<file path="src/rtl/uart_pkg.sv">
// uart_pkg: shared UART types, constants and the oversample divider helper
package uart_pkg;
  typedef enum logic [2:0] {IDLE, START, DATA, STOP, BREAK} state_t;
  localparam int OVS = 16;
  localparam int DATA_BITS = 8;
  localparam int MID_SAMPLE = 7;
  function automatic int ovs_div(input int clk_freq, input int baud);
    return clk_freq / (baud * OVS);
  endfunction
endpackage

</file>
<file path="src/rtl/uart_rx_if.sv">
// uart_rx_if: rx pin, byte holding register handshake (data_o/valid_o/ack_i) and status (frame_err_o, overrun_o/err_clr_i, busy_o)
interface uart_rx_if;
  logic rx;
  logic [7:0] data_o;
  logic valid_o;
  logic ack_i;
  logic frame_err_o;
  logic overrun_o;
  logic err_clr_i;
  logic busy_o;
  modport master (input rx, ack_i, err_clr_i, output data_o, valid_o, frame_err_o, overrun_o, busy_o);
  modport slave (output rx, ack_i, err_clr_i, input data_o, valid_o, frame_err_o, overrun_o, busy_o);
endinterface

</file>
<file path="src/rtl/uart_baud_tick.sv">
// uart_baud_tick: 0..DIV-1 divider; clk/rst, restart zeroes the count, tick is high on the wrap cycle
module uart_baud_tick #(parameter int DIV = 54) (
  input  logic clk,
  input  logic rst,
  input  logic restart,
  output logic tick
);
  localparam int W = $clog2(DIV);
  logic [W-1:0] div_q;
  assign tick = div_q == W'(DIV - 1);
  always_ff @(posedge clk)
    if (rst || restart || tick) div_q <= '0;
    else div_q <= div_q + 1'b1;
endmodule

</file>
<file path="src/rtl/uart_rx.sv">
// uart_rx: 8N1 16x-oversampled receiver; clk/rst plain, bus carries rx, data_o/valid_o/ack_i, frame_err_o, overrun_o/err_clr_i, busy_o
module uart_rx
  import uart_pkg::*;
#(
  parameter int CLK_FREQ = 100_000_000,
  parameter int BAUD = 115200,
  parameter int OVS_DIV = ovs_div(CLK_FREQ, BAUD)
) (
  input logic clk,
  input logic rst,
  uart_rx_if.master bus
);
  state_t state, state_n;
  logic [1:0] sync;
  logic rx_s, tick, deliver;
  logic [3:0] cnt, cnt_n;
  logic [2:0] bit_idx, bit_n;
  logic [7:0] sh, sh_n;
  assign rx_s = sync[1];
  uart_baud_tick #(.DIV(OVS_DIV)) u_tick (
    .clk(clk),
    .rst(rst),
    .restart(state == IDLE && !rx_s),
    .tick(tick)
  );
  always_comb begin
    state_n = state;
    cnt_n = cnt;
    bit_n = bit_idx;
    sh_n = sh;
    deliver = 1'b0;
    case (state)
      IDLE: if (!rx_s) begin
        state_n = START;
        cnt_n = '0;
      end
      START: if (tick) begin
        cnt_n = cnt + 1'b1;
        if (cnt == 4'(MID_SAMPLE)) begin
          state_n = rx_s ? IDLE : DATA;
          cnt_n = '0;
          bit_n = '0;
        end
      end
      DATA: if (tick) begin
        cnt_n = cnt + 1'b1;
        if (cnt == 4'(OVS - 1)) begin
          sh_n = {rx_s, sh[7:1]};
          bit_n = bit_idx + 1'b1;
          if (bit_idx == 3'(DATA_BITS - 1)) begin
            state_n = STOP;
            cnt_n = '0;
          end
        end
      end
      STOP: if (tick) begin
        cnt_n = cnt + 1'b1;
        if (cnt == 4'(OVS - 1)) begin
          deliver = 1'b1;
          state_n = rx_s ? IDLE : BREAK;
        end
      end
      BREAK: if (rx_s) state_n = IDLE;
      default: state_n = IDLE;
    endcase
  end
  always_ff @(posedge clk) begin
    if (rst) begin
      sync <= 2'b11;
      state <= IDLE;
      cnt <= '0;
      bit_idx <= '0;
      sh <= '0;
      bus.data_o <= '0;
      bus.valid_o <= 1'b0;
      bus.frame_err_o <= 1'b0;
      bus.overrun_o <= 1'b0;
      bus.busy_o <= 1'b0;
    end else begin
      sync <= {sync[0], bus.rx};
      state <= state_n;
      cnt <= cnt_n;
      bit_idx <= bit_n;
      sh <= sh_n;
      bus.busy_o <= state_n != IDLE;
      if (deliver && (!bus.valid_o || bus.ack_i)) begin
        bus.data_o <= sh;
        bus.frame_err_o <= !rx_s;
        bus.valid_o <= 1'b1;
      end else if (bus.ack_i) bus.valid_o <= 1'b0;
      bus.overrun_o <= (deliver && bus.valid_o && !bus.ack_i) || (bus.overrun_o && !bus.err_clr_i);
    end
  end
endmodule

</file>
<file path="src/flat_wrapper.sv">
// flat-port wrapper written by rule: the top's interface ports become plain ports
module uart_rx_flat import uart_pkg::*;
#(
  parameter int CLK_FREQ = 100_000_000,
  parameter int BAUD = 115200,
  parameter int OVS_DIV = ovs_div(CLK_FREQ, BAUD)
)
  (clk, rst, bus_rx, bus_ack_i, bus_err_clr_i, bus_data_o, bus_valid_o, bus_frame_err_o, bus_overrun_o, bus_busy_o);
  uart_rx_if bus_i ();
  input logic clk;
  input logic rst;
  input wire logic [$bits(bus_i.rx)-1:0] bus_rx;
  input wire logic [$bits(bus_i.ack_i)-1:0] bus_ack_i;
  input wire logic [$bits(bus_i.err_clr_i)-1:0] bus_err_clr_i;
  output wire logic [$bits(bus_i.data_o)-1:0] bus_data_o;
  output wire logic [$bits(bus_i.valid_o)-1:0] bus_valid_o;
  output wire logic [$bits(bus_i.frame_err_o)-1:0] bus_frame_err_o;
  output wire logic [$bits(bus_i.overrun_o)-1:0] bus_overrun_o;
  output wire logic [$bits(bus_i.busy_o)-1:0] bus_busy_o;
  assign bus_i.rx = bus_rx;
  assign bus_i.ack_i = bus_ack_i;
  assign bus_i.err_clr_i = bus_err_clr_i;
  assign bus_data_o = bus_i.data_o;
  assign bus_valid_o = bus_i.valid_o;
  assign bus_frame_err_o = bus_i.frame_err_o;
  assign bus_overrun_o = bus_i.overrun_o;
  assign bus_busy_o = bus_i.busy_o;
  uart_rx #(.CLK_FREQ(CLK_FREQ), .BAUD(BAUD), .OVS_DIV(OVS_DIV)) u_core (.clk(clk), .rst(rst), .bus(bus_i));
endmodule
</file>
<file path="config.mk">
export PLATFORM = sky130hd
export DESIGN_NAME = uart_rx_flat
export DESIGN_NICKNAME = d
export VERILOG_FILES = /design/src/rtl/uart_pkg.sv /design/src/rtl/uart_rx_if.sv /design/src/rtl/uart_baud_tick.sv /design/src/rtl/uart_rx.sv /design/src/flat_wrapper.sv
export SDC_FILE = /design/constraint.sdc
export NUM_CORES = 1
export LEC_CHECK = 0
export CAP_MARGIN = 0
export CORE_MARGIN = 2
export CORE_UTILIZATION = 40
export DETAILED_ROUTE_END_ITERATION = 16
export SLEW_MARGIN = 20
export SYNTH_ARGS = -nofsm -noshare
export SYNTH_HDL_FRONTEND = slang
export SYNTH_HIERARCHICAL = 1
export SYNTH_SLANG_ARGS = --single-unit
</file>
<file path="constraint.sdc">
create_clock -name clk -period 3.32 [get_ports clk]
set_clock_uncertainty 0.05 [all_clocks]
set_input_delay 0.332 -clock clk [delete_from_list [all_inputs] [get_ports clk]]
set_output_delay 0.332 -clock clk [all_outputs]
set_load 0.005 [all_outputs]
</file>
Yosys cells after proc, flatten, opt, wreduce, memory -nomap -nowiden:

Index checks and enable logic that the tools add are counted.

* flip-flop bits (word level): 38
* bits of input ports: 5
* output and inout port bits: 12
* word-level logic and storage cells: 79

* add/sub/neg operators: 3
* equal/unequal tests: 14
* muxes and demuxes: 30
* reduce and logical (&&, ||, !) cells: 21

Operator list (count)
* 3-bit two-way mux: 14
* 4-bit two-way mux: 7
* 4-bit case mux with 4 select lines: 1
* 3-bit case mux with 5 select lines: 1
* 5-bit AND reduction: 2
* 2-bit inequality test (second input constant): 4
* 6-bit by 1-bit adder with 6-bit output (second input constant): 1
* 3-bit by 2-bit equality test with 1-bit output (second input constant): 2
* 3-bit equality test (second input constant): 2
* 6-bit equality test (second input constant): 1
* 3-bit case mux with 2 select lines: 1
* 1-bit logical AND: 5
* 1-bit two-way mux: 5
* 4-bit by 1-bit adder with 4-bit output (second input constant): 1
* 4-bit by 3-bit equality test with 1-bit output (second input constant): 1
* 4-bit equality test (second input constant): 1
* 1-bit zero test: 4
* 1-bit logical OR: 4
* 2-bit by 1-bit inequality test with 1-bit output (second input constant): 2
* 2-bit nonzero test: 2
* 4-bit nonzero test: 1
* 3-bit by 1-bit adder with 3-bit output (second input constant): 1
* 3-bit by 1-bit equality test with 1-bit output (second input constant): 1
* 3-bit zero test: 1
* other kinds (3): 3

Longest topological paths before layout:

* word-level depth: 7
* gate-level depth with buffers: 9
* mapped depth without buffers: 8

By module:

Netlist, hierarchy kept.

Modules (own cells, without submodules)
* uart_rx: instances 1, cells an instance 144, area an instance 1405.1 µm², seq. area each 640.6 µm²
* uart_baud_tick: instances 1, cells an instance 28, area an instance 257.7 µm², seq. area each 120.1 µm²

Worst setup path before layout:

No wires, ideal clock.

* path kind: flip-flop to flip-flop
* from: register u_core.u_tick.div_q[0]
* to: register u_core.bus.data_o[4]
* library setup time: 0.129 ns
* arrival: 1.587 ns
* data required time: 3.141 ns
* slack: 1.554 ns
* cell stages (with the launch flop): 9
* buffers on the path: 1
* clock period less this slack: 1.766 ns
* path through: dfxtp_1 -> ha_1 -> nand4b_1 -> nor2_1 -> nand3_1 -> nor3b_1 -> buf_4 -> mux2i_1 -> nor2_1

* longest elaborated chain between the ends: 4

Ends and longest elaborated chain
* start, declared: line uart_baud_tick.sv:9 `logic [W-1:0] div_q;`
* start signal, assigned: line uart_baud_tick.sv:13 `else div_q <= div_q + 1'b1;`
* 6-bit equality test: line uart_baud_tick.sv:10 `assign tick = div_q == W'(DIV - 1);`
* named net u_core.tick: line uart_rx.sv:15 `logic rx_s, tick, deliver;`
* 1-bit two-way mux: line uart_rx.sv:56 `STOP: if (tick) begin`
* 1-bit two-way mux: line uart_rx.sv:32 `case (state)`
* 1-bit logical AND: line uart_rx.sv:86 `if (deliver && (!bus.valid_o || bus.ack_i)) begin`
* end signal, assigned: line uart_rx.sv:87 `bus.data_o <= sh;`
* end, declared: line uart_rx_if.sv:11 `modport master (input rx, ack_i, err_clr_i, output data_o, valid_o, frame_err_o, overrun_o, busy_o);`

The timed path passes the listed nets, and every way through them passes these cells.
A chain may end at the register's enable or synchronous reset.

Worst setup path in the final report:

* from: register u_core.u_tick.div_q[0]
* to: register u_core.bus.data_o[6]

The elaborated chain is that of the path after synthesis.

==> flow_metrics.env <==
export IMPL_status="completed"
export IMPL_postCtsResizedCells=0
export IMPL_crit_type="reg -> reg"
export IMPL_synth_edff_count=0
export IMPL_yosysTopAreaCell="dfxtp_1"
export IMPL_finalPower_uw=818.7
export IMPL_synth_fa_ha_area_frac=0.03762
export IMPL_row_count=23
export IMPL_leakage_uw=0.0007283
export IMPL_maxSlewHeadroom=0.4071
export IMPL_postCtsSetupBuffers=0
export IMPL_io_buffers=16
export IMPL_fin_crit_ns=2.422
export IMPL_worst_endpoint_arrival_ns=2.54
export IMPL_rsz0062_at_grt="no"
export IMPL_cts_tree="done"
export IMPL_ys_ff_latch=38
export IMPL_drt_iter0_drc=45
export IMPL_first_global_vias=1246
export IMPL_crit_fanout=9
export IMPL_max_freq_ghz=0.4129
export IMPL_root_buffer="clkbuf_8"
export IMPL_clock_latency_ns=0.29
export IMPL_coreArea_mm2=0.004000
export IMPL_track_usage=0.1552
export IMPL_yosysUniqueCellTypes=44
export IMPL_yosys_area_share_simple=0.2205
export IMPL_min_from="u_core/sync[0]"
export IMPL_globalplace_congestion=0.7641
export IMPL_synth_compound_area_frac=0.09707
export IMPL_synth_area_leaders="dfxtp_1 46%, mux2i_1 11%, nor2_1 7.0%, ha_1 3.8%, nand4b_1 1.6%"
export IMPL_synth_ff_type="dfxtp_1"
export IMPL_io_pins=17
export IMPL_worst_setup_path_start_kind="flop"
export IMPL_drv_slew=0
export IMPL_fin_nets=197
export IMPL_critPathLaunch="u_core/u_tick/div_q[0]"
export IMPL_drtAntennaViolNets=0
export IMPL_ir_worst_vdd_mv=0.2424
export IMPL_synth_xor_area_frac=0.02107
export IMPL_crit_path_end_kind="flop"
export IMPL_hold_viol=0
export IMPL_power_density_mw_per_mm2=423.5
export IMPL_start_util=0.4157
export IMPL_syn_area_mm2=0.001663
export IMPL_finalCritPeriodShare=0.7294
export IMPL_clk_path_buf_depth=2
export IMPL_cts_num_sinks=38
export IMPL_die_area_mm2=0.004689
export IMPL_cts_max_level=2
export IMPL_die_w_um=68.48
export IMPL_synth_top_family_by_area="simple AND/OR/NAND/NOR gates"
export IMPL_drc=0
export IMPL_finalSetupTns_ns=0
export IMPL_grt_pass1_wl_um=5326
export IMPL_cts_buffers=5
export IMPL_post_synth_cell_area_avg_um2=9.668
export IMPL_tightest_slew_ns=0.8855
export IMPL_maxCapViolCount=0
export IMPL_antenna_found_initial=0
export IMPL_reg2reg_from="u_core/u_tick/div_q[0]"
export IMPL_syn_to_final_growth_pct=16.25
export IMPL_layout_drive_gt1_share=0.1011
export IMPL_wl_per_cell_um=13.21
export IMPL_synth_top_area_frac=0.4575
export IMPL_num_antenna_cells=0
export IMPL_worstPathRequired_ns=3.44
export IMPL_firstDrtPassIters=4
export IMPL_wl_um=3143
export IMPL_syn_inst=172
export IMPL_synth_mux_area_fraction=0.1211
export IMPL_hold_buffers=0
export IMPL_setup_viol=0
export IMPL_dr_total_vias=1239
export IMPL_grt_max_degree=27
export IMPL_dp_hpwl_um=2270
export IMPL_syn_nets=182
export IMPL_synth_warnings=6
export IMPL_clkTransAtPathRegs_ns=0.07
export IMPL_die_h_um=68.48
export IMPL_grt_overflow_total=0
export IMPL_yosysSeqAreaShare=0.4575
export IMPL_hold_class="reg -> reg"
export IMPL_synthArstFlopShare=0
export IMPL_viasPerCell=5.206
export IMPL_fin_util=0.4833
[where the power goes]
group          switching (uW)  leakage, uW  total (uW)  internal [uW]
logic                    15.9     0.000373        30.1           14.2
clock network             153    0.0000482         320            167
registers                7.25     0.000307         469            461
total                     176     0.000728         819            643
[registers in the layout (all words and copies together) (netlist names), 2 cells and up]
| register | flops |
|---|---|
| u_core/state | 3 |
| u_core/cnt | 4 |
| u_core/bit_idx | 3 |
| u_core/sync | 2 |
| u_core/bus.data_o | 8 |
| u_core/u_tick/div_q | 6 |
| u_core/sh | 8 |
[routing by layer]
metal	routed length [um]	vias up	share of wire	GRT usage
li1	-	622	-	-
met1	1380	585	0.44	0.1742
met2	1574	24	0.50	0.2584
met3	116	8	0.037	0.05263
met4	72	0	0.023	0.08000
met5	0	-	0	0
[path summary, 6_finish.rpt]
| kind | endpoint | slack [ns] | depth (start not counted) |
|---|---|---|---|
| worst max register to register | u_core/bus.data_o[6] | 0.90 | 7 |
| worst min-delay path | u_core/sync[1] | 0.37 | 1 |
| worst min register to register | u_core/sync[1] | 0.37 | 1 |
| worst max-delay path | u_core/bus.data_o[6] | 0.90 | 7 |
[critical path: stages (launching register included)]
cell      delay (ns)
dfxtp_1         0.40
ha_1            0.17
nand4b_1        0.12
nor2_1          0.25
nand3_1         0.21
nor3b_2         0.78
mux2i_1         0.27
nor2_1          0.06
[placed cells by master, fill, tap and decap left out, types with 4 or more instances in the layout]
cell / count
dfxtp_1: 38
nor2_1: 31
mux2i_1: 19
clkdlybuf4s50_1: 16
clkbuf_8: 6
nand3_1: 5
inv_1: 5
ha_1: 5
nand2_1: 4
[kinds of logic after synthesis]
group,after synthesis
xor gates and xnor gates,4
adders and majority gates,5
DFF,38
and+or+nand+nor,69
muxes,20
AOI/OAI and AO/OA,22
buffers and inverters,14
[Yosys cell counts, types with 2 or more instances]
| library cell | count |
|---|---|
| dfxtp_1 | 38 |
| nor2_1 | 31 |
| mux2i_1 | 19 |
| ha_1 | 5 |
| inv_1 | 5 |
| nand3_1 | 5 |
| nand2_1 | 4 |
| a21oi_1 | 3 |
| and2_1 | 3 |
| buf_2 | 3 |
| nand2b_1 | 3 |
| nand4b_1 | 3 |
| nor2b_1 | 3 |
| o21ai_0 | 3 |
| o21ai_1 | 3 |
| or3_1 | 3 |
| xor2_1 | 3 |
| a211oi_2 | 2 |
| buf_1 | 2 |
| buf_6 | 2 |
| nor3_1 | 2 |
| o21a_1 | 2 |
| o22ai_1 | 2 |
| or2_2 | 2 |
| or3b_1 | 2 |
[layout make-up]
class	instances	area, um^2
inverters	5	18.77
clock buffers	7	86.33
flip-flops and latches	38	760.7
repair buffers	17	167.7
well taps	50	62.56
multi-input cells	120	832.0
clock inverters	1	5.005
fillers	373	2067
[metrics by stage]
step | area, um^2 | instances | worst slack (ns) | hold WS [ns]
after global placement | 1842 | 230 | 1.008 | 0.3502
after CTS | 1933 | 238 | 0.8711 | 0.3676
after global routing | 1933 | 238 | 0.5804 | 0.3878
final | 1933 | 238 | 0.8983 | 0.3657
after detailed placement | 1842 | 230 | 0.9134 | 0.3509
after floorplan | 1663 | 172 | 1.554 | 0.3395
No activity file was read; power rests on OpenSTA's default activity.
